## src/rtl/alu_req_arbiter.sv

```systemverilog
// Round-robin arbiter sharing one 32-bit ALU between two requesters; one op in flight.
// Latency: accept edge -> rsp_valid after ALU_LAT more edges (illegal op: on the accept edge).
// Backpressure: response holds while rsp_ready=0; no new grant until the response is consumed.
module alu_req_arbiter #(
    parameter int ALU_LAT = 1
) (
    input  logic        clk,
    input  logic        rst_n,
    input  logic        req0_valid,
    output logic        req0_ready,
    input  logic [5:0]  req0_op,
    input  logic [31:0] req0_a,
    input  logic [31:0] req0_b,
    input  logic        req0_c,
    input  logic        req1_valid,
    output logic        req1_ready,
    input  logic [5:0]  req1_op,
    input  logic [31:0] req1_a,
    input  logic [31:0] req1_b,
    input  logic        req1_c,
    output logic [5:0]  alu_op,
    output logic [31:0] alu_a,
    output logic [31:0] alu_b,
    output logic        alu_c,
    input  logic [31:0] alu_res,
    input  logic        alu_cout,
    output logic        rsp_valid,
    input  logic        rsp_ready,
    output logic        rsp_id,
    output logic [31:0] rsp_res,
    output logic        rsp_carry,
    output logic        rsp_z,
    output logic        rsp_n,
    output logic        rsp_err
);

    localparam logic [5:0] OP_ADD = 6'b010000;
    localparam logic [5:0] OP_SUB = 6'b010001;
    localparam logic [5:0] OP_EQ  = 6'b100000;
    localparam logic [5:0] OP_LLS = 6'b110000;
    localparam logic [5:0] OP_LRS = 6'b110001;
    localparam logic [5:0] OP_ARS = 6'b110010;

    typedef enum logic [1:0] {
        IDLE = 2'd0,
        EXEC = 2'd1,
        RESP = 2'd2
    } state_t;

    state_t      state;
    state_t      state_nx;
    logic        ptr;
    logic [3:0]  cnt;

    logic        gnt_vld;
    logic        gnt_id;
    logic [5:0]  sel_op;
    logic [31:0] sel_a;
    logic [31:0] sel_b;
    logic        sel_c;
    logic        sel_legal;
    logic        cur_arith;

    function automatic logic op_legal(input logic [5:0] op);
        return (op == OP_ADD) || (op == OP_SUB) || (op == OP_EQ) ||
               (op == OP_LLS) || (op == OP_LRS) || (op == OP_ARS);
    endfunction

    // Arbitration: sole valid requester wins, a tie goes to the priority pointer.
    always_comb begin
        gnt_vld    = req0_valid | req1_valid;
        gnt_id     = (req0_valid && req1_valid) ? ptr : req1_valid;
        req0_ready = rst_n && (state == IDLE) && gnt_vld && !gnt_id;
        req1_ready = rst_n && (state == IDLE) && gnt_vld && gnt_id;
        sel_op     = gnt_id ? req1_op : req0_op;
        sel_a      = gnt_id ? req1_a  : req0_a;
        sel_b      = gnt_id ? req1_b  : req0_b;
        sel_c      = gnt_id ? req1_c  : req0_c;
        sel_legal  = op_legal(sel_op);
        cur_arith  = (alu_op == OP_ADD) || (alu_op == OP_SUB);
    end

    // Next-state: illegal ops skip EXEC; RESP waits for the consumer.
    always_comb begin
        state_nx = state;
        case (state)
            IDLE: if (gnt_vld) state_nx = sel_legal ? EXEC : RESP;
            EXEC: if (cnt == 4'd1) state_nx = RESP;
            RESP: if (rsp_valid && rsp_ready) state_nx = IDLE;
            default: state_nx = IDLE;
        endcase
    end

    // State register.
    always_ff @(posedge clk or negedge rst_n) begin
        if (!rst_n) state <= IDLE;
        else        state <= state_nx;
    end

    // Datapath: latch the granted op, count latency, capture and hold the response.
    always_ff @(posedge clk or negedge rst_n) begin
        if (!rst_n) begin
            ptr       <= 1'b0;
            cnt       <= 4'd0;
            alu_op    <= 6'd0;
            alu_a     <= 32'd0;
            alu_b     <= 32'd0;
            alu_c     <= 1'b0;
            rsp_valid <= 1'b0;
            rsp_id    <= 1'b0;
            rsp_res   <= 32'd0;
            rsp_carry <= 1'b0;
            rsp_z     <= 1'b0;
            rsp_n     <= 1'b0;
            rsp_err   <= 1'b0;
        end else begin
            case (state)
                IDLE: begin
                    if (gnt_vld) begin
                        alu_op <= sel_op;
                        alu_a  <= sel_a;
                        alu_b  <= sel_b;
                        alu_c  <= sel_c;
                        rsp_id <= gnt_id;
                        ptr    <= ~gnt_id;
                        cnt    <= 4'(ALU_LAT);
                        if (!sel_legal) begin
                            // ALU operands are loaded anyway but never sampled.
                            rsp_res   <= 32'd0;
                            rsp_carry <= 1'b0;
                            rsp_z     <= 1'b0;
                            rsp_n     <= 1'b0;
                            rsp_err   <= 1'b1;
                            rsp_valid <= 1'b1;
                        end
                    end
                end
                EXEC: begin
                    cnt <= cnt - 4'd1;
                    if (cnt == 4'd1) begin
                        rsp_res   <= alu_res;
                        rsp_carry <= cur_arith ? alu_cout : 1'b0;
                        rsp_z     <= (alu_res == 32'd0);
                        rsp_n     <= alu_res[31];
                        rsp_err   <= 1'b0;
                        rsp_valid <= 1'b1;
                    end
                end
                RESP: begin
                    if (rsp_valid && rsp_ready) rsp_valid <= 1'b0;
                end
                default: ;
            endcase
        end
    end

endmodule

```

## config.mk

```make
export PLATFORM = sky130hd
export DESIGN_NAME = alu_req_arbiter
export DESIGN_NICKNAME = d
export VERILOG_FILES = /design/src/rtl/alu_req_arbiter.sv
export SDC_FILE = /design/constraint.sdc
export NUM_CORES = 1
export LEC_CHECK = 0
export ABC_AREA = 1
export CAP_MARGIN = 30
export CORE_ASPECT_RATIO = 0.7
export CORE_MARGIN = 1.5
export CORE_UTILIZATION = 40
export CTS_CLUSTER_DIAMETER = 150
export DETAILED_ROUTE_END_ITERATION = 16
export PLACE_DENSITY_LB_ADDON = 0.3
export REMOVE_ABC_BUFFERS = 1
export SETUP_SLACK_MARGIN = 0.2
export SLEW_MARGIN = 0
export SYNTH_ARGS = -nofsm -noshare
export SYNTH_HDL_FRONTEND = slang
export SYNTH_SLANG_ARGS = --single-unit
```

## constraint.sdc

```tcl
create_clock -name clk -period 2.15 [get_ports clk]
set_clock_uncertainty 0.15 [all_clocks]
set_input_delay 0.215 -clock clk [delete_from_list [all_inputs] [get_ports clk]]
set_output_delay 0.215 -clock clk [all_outputs]
set_load 0.02 [all_outputs]
```

### After elaboration in Yosys (flattened, before gate mapping)

Cells that the tools add are included.

* $add $sub $neg: 1
* multipliers: 0
* divide/modulo/power cells: 0
* magnitude comparators: 0
* equality and inequality tests: 15
* shift operators: 0
* mux-type cells: 32
* bitwise logic cells: 2
* reductions and logical operators: 22

Operator list (number)
* $mux 32: 5
* $pmux 32 s2: 1
* $logic_not 32->1: 1
* $eq 6x5->1 const B: 4
* $eq 6x6->1 const B: 4
* $mux 1: 13
* $mux 2: 4
* $ne 2x2->1 const B: 4
* $pmux 1 s2: 4
* $pmux 4 s2: 1
* $logic_and 1x1->1: 6
* $logic_or 1x1->1: 6
* $mux 6: 1
* $pmux 2 s3: 1
* $reduce_and 5->1: 1
* $eq 4x1->1 const B: 1
* $mux 4: 1
* $reduce_and 2->1: 2
* $reduce_and 4->1: 1
* $sub 4x1->4 const B: 1
* $pmux 1 s3: 1
* $reduce_and 3->1: 1
* $reduce_bool 3->1: 1
* $eq 2x1->1 const B: 1
* other kinds (6): 6

* bits in registers: 116
* latch bits: 0
* memory bits (writable): 0
* memory bits (read-only): 0
* input bits: 180
* output and inout bits: 111
* word-level logic and storage cells: 86
* memories kept: 0

### Logic depth before layout (Yosys ltp)

* depth in word-level cells: 12
* depth in mapped cells: 12
* mapped depth without buffers: 11

### Worst setup path after synthesis

No wires, ideal clock.

* kind: register to register
* start point: register cnt[1]
* end point: register rsp_res[0]
* library setup time: 0.117 ns
* arrival time: 1.551 ns
* data required time: 1.883 ns
* setup slack: 0.332 ns
* cell stages (with the launch flop): 11
* cells stage by stage: dfrtp_1 -> inv_1 -> ha_1 -> nand2_1 -> nor2_1 -> o211ai_1 -> nor2_4 -> nand2_4 -> buf_6 -> nand2_1 -> nand2_1

* cells in the longest elaborated chain, start to end: 3

Ends and longest elaborated chain
* from (decl): RTL line 53 `logic [3:0] cnt;`
* from (signal assigned): RTL line 126 `cnt <= 4'(ALU_LAT);`
* from (signal assigned): RTL line 139 `cnt <= cnt - 4'd1;`
* $eq 4x1->1: RTL line 140 `if (cnt == 4'd1) begin`
* $ne 2x2->1 (no line)
* $reduce_and 4->1 (no line)
* to (signal assigned): RTL line 141 `rsp_res <= alu_res;`
* to (decl): RTL line 30 `output logic [31:0] rsp_res,`

Every way passes these cells.
A chain may end at the register's enable or synchronous reset.

### Final worst setup path

* start point: register state[1]
* end point: register rsp_res[19]

* cells in the longest elaborated chain, start to end: 3
* elaborated cells between the ends (all ways): 8
* classes of those cells: eq/ne (4); mux (1); reduce/logical (3)

Ends and longest elaborated chain
* from (decl): RTL line 50 `state_t state;`
* from (signal assigned): RTL line 97 `else state <= state_nx;`
* $eq 2x1->1 / $logic_not 2->1 (equally long branches): RTL line 117 `case (state)`
* $ne 2x2->1 (no line) / $reduce_bool 2->1 (equally long branches)
* $reduce_and 4->1 (no line)

Parallel ways exist; a longest one is shown, timed or not.

==> flow_summary_export.csv <==
group,metric,value,unit
worst_setup_path,critical_path_required,2.34,ns
cells_and_area,antennaDiodeCount,0,
global_route,grt_pass1_vias,5881,
power,report.power.total,12500,µW
cells_and_area,layout.filler_cells,1018,
synth,synthDistinctLibCells,29,
outcome,status,"complete, no violations",
worst_setup_path,cpLargestDelayFamily,"simple AND/OR/NAND/NOR gates",
synth,yosysSeqAreaShare,52.5,%
place,gpl.final_weighted_congestion,0.817,
worst_setup_path,setup.worst_path.class,"reg -> reg",
power,power.static_leakage,0.00425,µW
timing,timing_worst_slew_pin_value,0.792,ns
global_route,gr-usage-all-layers,28.2,%
cells_and_area,finish.net_count,1129,
global_route,grt-ovfl-total,0,
hold_path,worst_hold_path.endpoint,"rsp_id",
clocking,clock_transition_at_path_regs,0.05,ns
timing,fin_setup_tns,0,ns
global_route,grt_pass1_wl,31600,µm
hold_path,holdCritStartpoint,"req1_valid",
route,drt.antenna.violating_nets,0,
clocking,cts_tree,"yes",
hold_path,worstHoldPathCells,3,
worst_setup_path,crit_path_cell_trace,"buf_4, inv_1, nand2_1, o211ai_1, nor2_4, nand2_4, buf_12, nand2_1, nand2_1",
clocking,clock_network_latency_to_the_later_pin_of_the_worst_skew_pair,0.41,ns
timing,finalSetupViolations,0,
worst_setup_path,worst-path-stages,9,
floorplanning,initial_cell_density_of_the_core,41.3,%
clocking,clk_root_buffer_cell,"clkbuf_16",
clocking,cts.sinks,115,
route,vias_per_cell,5.42,
worst_setup_path,cp_slowest_cell,"dfrtp_2",
timing,slew-limit-headroom,47.2,%
clocking,cts_buffer_depth,2,
route,detail_route.wl_per_cell,17.9,µm
clocking,cts_buffers,17,
power,pwr_density_cell,1320,nW/µm²
cells_and_area,mostFrequentLayoutCells,"clkdlybuf4s50_1, nand2_1, nand3_1",
timing,min_cycle_time_layout,1.88,ns
worst_setup_path,r2r_path_end,"rsp_res[19]",
route,vias,6204,
route,drt-initial-drc-count,426,
timing,hold_violations,0,
floorplanning,die-area,14400,µm²
cells_and_area,finalNonFillerCells,1145,
worst_setup_path,worst-endpoint-arrival,2.06,ns
cells_and_area,area_growth_syn_to_layout,73.1,%
place,dp_hpwl,14000,µm
worst_setup_path,critical_path_peak_fanout,11,
global_route,grt_start_max_net_pins,62,
worst_setup_path,r2r_cells,9,
floorplanning,core-area,13300,µm²
worst_setup_path,crit_path_frequent_cell,"nand2_1",
place,place.port_buffers,290,
synth,synth.yosys.warnings,0,
route,drt_pass1_iterations,5,
synth,synth_area_per_cell,8.41,µm²
worst_setup_path,timing.critical_path.slowest_cell_delay,0.42,ns
route,total_detailed_routing_wirelength,20500,µm
worst_setup_path,reg2reg_from,"state[1]",
floorplanning,die-width,143,µm
place,dpl.cell_count,1100,
worst_setup_path,crit_buf_inv,3,
synth,synthesized_instance_count,652,
worst_setup_path,worst_setup_path_start_kind,"flip-flop",
floorplanning,num_rows,35,
synth,ys_seq_elements,115,
timing,fin_crit_sh,87.2,%
timing,unrepaired_setup_endpoints_after_global_routing,"true",
worst_setup_path,reg2reg_setup_slack,0.27,ns
route,detail_route.drc_violations,0,
floorplanning,pin_count,291,
job,drv.max_cap_violation_count,0,
timing,fmax,533,MHz
global_route,grt_antenna_before_repair,0,
cells_and_area,layout.cells.most_common,"clkdlybuf4s50_1",
power,vdd.ir_drop.worst,0.000660,V
synth,mappedNetlistArea,5480,µm²
clocking,cts_max_level,4,
floorplanning,dieHeight,101,µm
worst_setup_path,worst_setup_end_kind,"flip-flop",
timing,finalMaxSlewViolations,0,
hold_path,worstHoldPathType,"in -> reg",
cells_and_area,final_layout_size_suffix_gt1_share,10.1,%
[synthesized netlist by cell type (all sizes together)]
library cell  number  area (µm²)
o22ai              3        18.8
buf               18         110
nor4               5        31.3
o32ai              1        8.76
nand3            139         701
a31oi              3        18.8
clkinv             1        3.75
o211ai             1        7.51
nand3b             4        30.0
xnor2              1        8.76
nor2              25         114
dfrtp            115        2880
a21oi              1        5.00
inv               14        52.6
nand4             98         613
nor3               1        5.00
nand2            175         677
o21ai              6        30.0
ha                 2        25.0
clkbuf            39         146
[sequential cells by signal, indices dropped and copies added (netlist names)]
signal	flops
alu_a	32
alu_b	32
alu_c	1
alu_op	6
cnt	4
ptr	1
rsp_carry	1
rsp_err	1
rsp_id	1
rsp_res	32
rsp_valid	1
rsp_z	1
state	2
[stage by stage]
step	util, %	setup WS, ns	area, µm²	hold WS, ns
final	71.5	0.275	9490	0.0867
after global routing	71.5	0.155	9490	0.0961
after CTS	70.6	0.225	9360	0.0680
after detailed placement	65.2	-0.0343	8650	0.307
after global placement	65.2	0.0650	8650	0.304
after floorplan	-	-1.72	5230	-0.231
[layer usage]
metal  global-route usage (%)  vias up  wire length, µm
met1                     38.6     2992             8890
met5                        0        -                0
li1                         -     2890                -
met2                     44.1      278             9560
met3                     6.22       44             1440
met4                     10.3        0              599
[worst max-delay path by stage]
stage,from,end,slack [ns]
floorplan,state[1],alu_op[0],-1.72
global placement,req0_valid,req0_ready,0.07
detailed placement,req0_valid,rsp_res[19],-0.03
CTS,state[1],req1_ready,0.22
global route,state[1],rsp_res[19],0.15
finish,state[1],rsp_res[19],0.27
[repair_timing]
action	CTS	global route
resized for setup	7	15
hold endpoints to repair	115	0
setup endpoints to repair	2	93
pin swaps	1	3
gates cloned	0	2
hold buffers	1	0
buffers inserted	2	8
[final cells by class]
cell class / count / area [µm²] / share of cell area, %
clock inverter: 12 / 225 / 2.37
clock buffer: 20 / 467 / 4.92
sequential: 115 / 2880 / 30.3
tap: 185 / 231 / 2.44
inverter: 15 / 56.3 / 0.593
multi-input combinational: 465 / 2320 / 24.4
timing repair buffer: 333 / 3320 / 34.9
[kinds of logic (layout without fill, tap and decap cells)]
family / after synthesis / after routing / share of synthesized area [%]
compound gates: 15 / 15 / 1.62
buf+inv: 72 / 380 / 5.70
simple gates: 447 / 447 / 39.6
xor+xnor: 1 / 1 / 0.160
fa+ha+maj: 2 / 2 / 0.456
flops: 115 / 115 / 52.5
[report_power, final]
part | switching, µW | internal [µW] | total [µW]
logic | 3220 | 2570 | 5790
clock network | 1060 | 2270 | 3330
registers | 439 | 2940 | 3380
[tightest hold or removal path, cell delays in order]
cell,delay (ns)
buf_2,0.19
nand3_1,0.14
nand2_1,0.05
Power figures use the tool's default switching activity.
